$ cat config.mk
export PLATFORM = sky130hd
export DESIGN_NAME = bsg_cover_packetizer
export DESIGN_NICKNAME = d
export VERILOG_FILES = /design/src/rtl/bsg_cover_packetizer.sv
export SDC_FILE = /design/constraint.sdc
export NUM_CORES = 1
export LEC_CHECK = 0
export BUFFER_PORTS_ARGS = -buffer_cell sky130_fd_sc_hd__buf_2
export CORE_AREA = 2 2 112 114
export DETAILED_ROUTE_END_ITERATION = 6
export DIE_AREA = 0 0 114 116
export PLACE_DENSITY = 0.94
export SYNTH_ARGS = -nofsm -noshare
export SYNTH_HDL_FRONTEND = slang
export SYNTH_SLANG_ARGS = --single-unit
$ cat constraint.sdc
create_clock -name clk_i -period 15.7 [get_ports clk_i]
set_input_delay 0.785 -clock clk_i [delete_from_list [all_inputs] [get_ports clk_i]]
set_output_delay 0.785 -clock clk_i [all_outputs]
set_load 0.005 [all_outputs]
$ cat src/rtl/bsg_cover_packetizer.sv
// bsg_cover_packetizer
// Collects drain bursts from num_chan_p coverage streams and forwards them to one
// host-bound stream. Channels are served round-robin. Each burst is preceded by a
// header word {zeros, chan[7:0], els[7:0], len[7:0]}. The burst's beat count is
// checked against els*len, and the first channel that disagrees is recorded.
//
// Ports
//   clk_i, reset_n_i  ds clock; synchronous active-low reset
//   v_i/data_i/last_i per-channel beat stream (chan c data at [c*width_p +: width_p])
//   els_i/len_i       per-channel static config, 8 bits each per channel
//   ready_o           per-channel ready
//   v_o/data_o/last_o host-bound beat stream; ready_i is the downstream ready
//   err_o/err_chan_o  sticky length-mismatch flag and first offending channel
//   dbg_state_o       current FSM state (0 idle, 1 header, 2 body)
//
// Handshake: a beat moves on a cycle where valid and ready are both high at the
// clock edge. A producer that raises valid holds it and its data until accepted.
// Valid never depends on ready.
module bsg_cover_packetizer #(
  parameter int num_chan_p = 4,
  parameter int width_p    = 32
) (
  input  logic                          clk_i,
  input  logic                          reset_n_i,
  input  logic [num_chan_p-1:0]         v_i,
  input  logic [num_chan_p*width_p-1:0] data_i,
  input  logic [num_chan_p-1:0]         last_i,
  input  logic [num_chan_p*8-1:0]       els_i,
  input  logic [num_chan_p*8-1:0]       len_i,
  output logic [num_chan_p-1:0]         ready_o,
  output logic                          v_o,
  output logic [width_p-1:0]            data_o,
  output logic                          last_o,
  input  logic                          ready_i,
  output logic                          err_o,
  output logic [7:0]                    err_chan_o,
  output logic [1:0]                    dbg_state_o
);

  localparam int sel_w_lp = (num_chan_p > 1) ? $clog2(num_chan_p) : 1;

  typedef enum logic [1:0] {
    IDLE = 2'd0,
    HDR  = 2'd1,
    BODY = 2'd2
  } state_e;

  state_e                r_state;
  state_e                w_state_nxt;
  logic [sel_w_lp-1:0]   r_sel;
  logic [sel_w_lp-1:0]   r_rr;
  logic [sel_w_lp-1:0]   w_gnt;
  logic [sel_w_lp-1:0]   w_rr_nxt;
  logic                  w_any;
  logic [15:0]           r_exp;
  logic [15:0]           r_cnt;
  logic                  r_err;
  logic [7:0]            r_err_chan;
  logic [width_p-1:0]    w_hdr;
  logic                  w_beat;

  // Per-channel views of the flat buses.
  logic [7:0]         w_els  [num_chan_p];
  logic [7:0]         w_len  [num_chan_p];
  logic [width_p-1:0] w_data [num_chan_p];

  for (genvar g = 0; g < num_chan_p; g++) begin : g_unpack
    assign w_els[g]  = els_i[g*8 +: 8];
    assign w_len[g]  = len_i[g*8 +: 8];
    assign w_data[g] = data_i[g*width_p +: width_p];
  end

  // Round-robin search: first requester at or after r_rr, wrapping at num_chan_p.
  // The index is one bit wider than the select so the wrap also works for
  // non-power-of-two channel counts.
  always_comb begin
    logic [sel_w_lp:0] idx;
    logic              found;
    w_gnt = '0;
    found = 1'b0;
    idx   = '0;
    for (int k = 0; k < num_chan_p; k++) begin
      idx = {1'b0, r_rr} + (sel_w_lp+1)'(k);
      if (idx >= (sel_w_lp+1)'(num_chan_p)) idx = idx - (sel_w_lp+1)'(num_chan_p);
      if (!found && v_i[idx[sel_w_lp-1:0]]) begin
        found = 1'b1;
        w_gnt = idx[sel_w_lp-1:0];
      end
    end
  end

  assign w_any    = |v_i;
  assign w_rr_nxt = (w_gnt == sel_w_lp'(num_chan_p - 1)) ? '0 : w_gnt + sel_w_lp'(1);

  always_comb begin
    w_hdr       = '0;
    w_hdr[23:0] = {8'(r_sel), w_els[r_sel], w_len[r_sel]};
  end

  assign w_beat = (r_state == BODY) && v_i[r_sel] && ready_i;

  always_comb begin
    w_state_nxt = r_state;
    v_o         = 1'b0;
    data_o      = '0;
    last_o      = 1'b0;
    ready_o     = '0;
    case (r_state)
      IDLE: begin
        if (w_any) w_state_nxt = HDR;
      end
      HDR: begin
        v_o    = 1'b1;
        data_o = w_hdr;
        if (ready_i) w_state_nxt = BODY;
      end
      BODY: begin
        // Zero-latency passthrough of the granted channel.
        v_o            = v_i[r_sel];
        data_o         = w_data[r_sel];
        last_o         = last_i[r_sel];
        ready_o[r_sel] = ready_i;
        if (w_beat && last_i[r_sel]) w_state_nxt = IDLE;
      end
      default: w_state_nxt = IDLE;
    endcase
  end

  always_ff @(posedge clk_i) begin
    if (!reset_n_i) begin
      r_state    <= IDLE;
      r_rr       <= '0;
      r_sel      <= '0;
      r_exp      <= '0;
      r_cnt      <= '0;
      r_err      <= 1'b0;
      r_err_chan <= '0;
    end else begin
      r_state <= w_state_nxt;
      if (r_state == IDLE && w_any) begin
        r_sel <= w_gnt;
        r_exp <= 16'(w_els[w_gnt]) * 16'(w_len[w_gnt]);
        r_rr  <= w_rr_nxt;
      end
      if (r_state == HDR && ready_i) r_cnt <= '0;
      if (w_beat) begin
        if (r_cnt != 16'hFFFF) r_cnt <= r_cnt + 16'd1;
        // Compare against the count including this beat; 17 bits so a
        // saturated counter can never alias a matching length.
        if (last_i[r_sel] && !r_err && (({1'b0, r_cnt} + 17'd1) != {1'b0, r_exp})) begin
          r_err      <= 1'b1;
          r_err_chan <= 8'(r_sel);
        end
      end
    end
  end

  assign err_o       = r_err;
  assign err_chan_o  = r_err_chan;
  assign dbg_state_o = r_state;

endmodule

-- Word level (Yosys, flattened, before mapping)
Index checks and enable logic that the tools add are counted.
- add/subtract/negate cells: 10
- multipliers: 1
- $lt $le $gt $ge: 12
- eq/ne operators: 8
- multiplexer cells: 52
- bitwise operators: 3
- reductions and logical operators: 19
- operators by type and width (kind ; number):
    binary-select mux 32 bit (select 2 bit) ; 1
    binary-select mux 8 bit (select 2 bit) ; 4
    two-way mux 32 bit ; 2
    two-way mux 8 bit ; 8
    case mux 32 bit (2 select lines) ; 1
    two-way mux 16 bit ; 3
    two-way mux 2 bit ; 12
    adder 16 x 1 -> 17 bit, second input constant ; 1
    inequality test 17 x 16 -> 1 bit ; 1
    adder 16 x 1 -> 16 bit, second input constant ; 1
    multiplier 8 x 8 -> 16 bit ; 1
    inequality test 16 bit, second input constant ; 1
    greater-or-equal comparator 3 bit, second input constant ; 5
    < comparator 2 x 3 -> 1 bit, second input constant ; 5
    binary-select mux 1 bit (select 2 bit) ; 6
    logical AND 1 bit ; 11
    two-way mux 1 bit ; 11
    subtractor 2 x 1 -> 2 bit, second input constant ; 4
    adder 2 x 2 -> 3 bit, second input constant ; 2
    NOT 2 -> 3 bit ; 2
    case mux 2 bit (3 select lines) ; 1
    bitwise AND 4 bit ; 1
    == test 2 bit, second input constant ; 2
    logical NOT 1 bit ; 4
    other kinds (14) ; 15
- register bits after elaboration: 41
- input bits: 203
- output and inout port bits: 49
- word-level logic and storage cells: 112

-- Longest topological paths before layout
- depth in word-level cells: 19
- depth in mapped cells: 25
- gate-level depth less buffers: 23

-- Worst setup path after synthesis
No wires, ideal clock.
- path type: input port to flip-flop
- from: input v_i[2]
- to: register r_exp[14]
- setup time: 116 ps
- data arrival time: 5950 ps
- data required time: 15584 ps
- path slack: 9633 ps
- cell stages on the path: 20
- path buffers: 1
- cell sequence: mux2i_1 > nor2_1 > nor3_2 > buf_2 > mux2_2 > o21ai_1 > nor2_1 > fa_1 > fa_1 > fa_1 > inv_1 > fa_1 > inv_1 > ha_1 > a21o_1 > a31oi_1 > o21ai_0 > o41ai_1 > mux2i_1 > a31o_2
- longest elaborated chain between the ends: 17
- elaborated cells on any way between the ends: 31
- those cells by class: mul: 1; mux: 21; bitwise: 1; reduce/logical: 8
- ends and longest elaborated chain (what ; RTL line ; source):
    start: declaration ; 25 ; input logic [num_chan_p-1:0] v_i,
    binary-select mux 1 bit (select 2 bit) ; 85 ; if (!found && v_i[idx[sel_w_lp-1:0]]) begin
    two-way mux 1 bit (not written as such) ; 85 ;
    two-way mux 1 bit ; 85 ;
    logical NOT 1 bit ; 85 ;
    logical AND 1 bit ; 85 ;
    two-way mux 1 bit ; 85 ;
    logical NOT 1 bit ; 85 ;
    logical AND 1 bit ; 85 ;
    two-way mux 1 bit ; 85 ;
    logical NOT 1 bit ; 85 ;
    logical AND 1 bit ; 85 ;
    two-way mux 2 bit ; 85 ;
    NOT 2 -> 3 bit (not written as such) ; 142 ; r_exp <= 16'(w_els[w_gnt]) * 16'(w_len[w_gnt]);
    binary-select mux 8 bit (select 2 bit) ; 142 ;
    two-way mux 8 bit (not written as such) (2 in a row) ; 142 ;
    multiplier 8 x 8 -> 16 bit ; 142 ;
    end signal: assignment ; 142 ;
    end: declaration ; 55 ; logic [15:0] r_exp;
Several ways; a longest one is shown, not always the timed one. The select of a mux whose other input is x is not followed.
A chain may end at the register's enable or synchronous reset.

-- Worst setup path after layout
- from: input v_i[0]
- to: register r_exp[14]
The elaborated chain is that of the path after synthesis.

==> run metrics <==
Synth Area in XOR/XNOR=3.11%; Setup crit start kind=input port; H-tree levels=2; Tmin final=6490 ps; Die Y=116 um; vias in the first global route=6827; Final nets=1240; post-synthesis sequential area ratio=12.7%; Post-Synth Simple-Gate Area=18.1%; Post-Syn Area=6490 um2; crit path kind=in -> reg; clock tree buffer depth=2; Die Wd=114 um; initial antenna violation count=2; clock root cell=clkbuf_16; antenna viol nets, final=0; Setup TNS=0 ps; Rows=40; die area=13200 um2; Worst Setup End Kind=register; Max-cap violations=0; Most used DFF post-synth=dfxtp_1; Synth Area in Compound Gates=15.6%; clock skew=5.22 ps; Post-synth EDFFs=0; CTS Buf Count=5; Setup violations, final=0; Post-CTS Resized=0; RSZ-0062 raised after global routing=false; Post-CTS Setup Repair Bufs=0; Final period util=41.4%; CP required=15880 ps; Avg Inst Size Synth=8.65 um2; CTS tree=yes; clk_lat worst skew=280 ps; critical path fanouts, max=35; worst hold path class=reg -> reg; Area growth, synth to finish=22.1%; Max Slew Vio Count=0; Yosys warnings=0; Tot GR Track Use=30.8%; via count=6804; Initial DRT Pass Iterations=5; hold buffer count at cts=0; GP Congestion=0.958; Reg clk slew, reported paths=60 ps; largest family of logic cells by synthesized area=multiplexers; I/O pin count=252; final wirelength=20.6 mm; gr ovfl total=0; Max-slew headroom=29.4%; via/cell ratio=6.14; worst-margin pin slew=1060 ps; maximum clock rate=154 MHz; Wirelength per Cell=18.5 um; share of layout cells above drive strength 1=35.9%; Core ar.=11900 um2; hold violation total from the final report=0; most frequent cells in the layout=245 x buf_2, 77 x nor2_1, 69 x inv_1; Synth Register Bits=41; DRC viols=0; DRT iter0 DRCs=548; Syn Inst Count=750; largest net degree at the start of global routing=56; dpl hpwl=16.6 mm; CTS Sinks=41; status=finished, final reports clean; Async S/R FF share, synth=0%; most common cell after layout, fill and taps aside=buf_2; Post-Synth Adder-Cell Area=19.0%; post-synthesis cell type count=63; global-route wire length before repair=32.6 mm; arrival time at the worst endpoint=6670 ps; port bufs=245; post-synthesis mux area share=23.7%; Starting Density=54.5%
[path summary, 6_finish.rpt]
kind	end	slack, ps	cells past startpoint	start
hold reg to reg	err_chan_o[0]	460	2	err_chan_o[0]
hold / removal	err_chan_o[0]	460	2	err_chan_o[0]
setup reg to reg	r_exp[14]	9270	21	r_rr[1]
setup / recovery	r_exp[14]	9210	22	v_i[0]
[cells by family (layout without fill, tap and decap cells)]
logic type	Yosys count	in the layout
and+or+nand+nor	243	243
xor gates and xnor gates	23	23
buffers and inverters	124	330
adders and majority gates	77	77
DFF	41	41
muxes	89	89
AOI/OAI and AO/OA	152	152
other	1	7
[worst max-delay path: stages]
cell and delay, ps:
buf_2 130, mux2i_1 140, nor2_1 90, nor3_4 170, buf_4 440, mux2_2 390
o21ai_1 460, nor2_1 150, fa_1 480, fa_1 540, inv_1 50, fa_1 460
fa_1 560, inv_1 50, ha_1 330, o21ai_0 140, o21bai_1 140, a31oi_1 240
o21ai_0 160, o41ai_1 350, mux2i_1 140, a31o_2 220
[through the flow]
step | hold slack, ps | cell area (um2) | utilization [%] | setup slack (ps) | cells
finish | 459 | 7920 | 66.5 | 9210 | 1109
global route | 478 | 7920 | 66.5 | 8890 | 1108
CTS | 461 | 7920 | 66.5 | 9260 | 1108
detailed placement | 454 | 7750 | 65.0 | 8980 | 1100
global placement | 441 | 7750 | 65.0 | 9160 | 1100
floorplan | 444 | 6500 | - | 9630 | 755
[cells in the mapped netlist (9+ instances only)]
| cell type | n | area, um2 |
|---|---|---|
| a21oi_1 | 41 | 205 |
| a31oi_1 | 10 | 62.6 |
| a32o_1 | 18 | 180 |
| and2_1 | 20 | 125 |
| clkbuf_1 | 34 | 128 |
| dfxtp_1 | 41 | 821 |
| fa_1 | 36 | 721 |
| ha_1 | 41 | 513 |
| inv_1 | 69 | 259 |
| mux2_2 | 17 | 191 |
| mux2i_1 | 22 | 220 |
| mux4_2 | 50 | 1130 |
| nand2_1 | 63 | 236 |
| nand3_1 | 18 | 90.1 |
| nor2_1 | 77 | 289 |
| nor3_1 | 11 | 55.1 |
| o21ai_0 | 21 | 105 |
| o21ai_1 | 17 | 85.1 |
| xnor2_1 | 14 | 123 |
| xor2_1 | 9 | 78.8 |
[registers in the layout, summed over array words and instances (netlist names)]
| signal | count |
|---|---|
| r_cnt | 16 |
| r_exp | 16 |
| dbg_state_o | 2 |
| err_chan_o | 2 |
| r_rr | 2 |
| r_sel | 2 |
| err_o | 1 |
[metal layers]
layer | global-route usage (%) | wire (um) | vias up | part of all wire [%]
met5 | 0 | 12 | - | 0.058
met3 | 7.32 | 2040 | 64 | 9.9
met2 | 56.7 | 10200 | 414 | 50
li1 | - | - | 3100 | -
met1 | 35.5 | 7700 | 3224 | 37
met4 | 9.51 | 616 | 2 | 3.0
[final cells by class]
cell class / instances / area (um2)
well taps: 147 / 184
clock buffers: 7 / 143
diodes: 1 / 2.50
flip-flops and latches: 41 / 826
fillers: 954 / 3990
inverters: 70 / 263
clock inverters: 1 / 30.0
multi-input cells: 590 / 5190
repair buffers: 252 / 1280
Power is left out: the tool's default activity adds up to more than one toggle a clock period on the data nets, which glitch-free logic cannot reach.
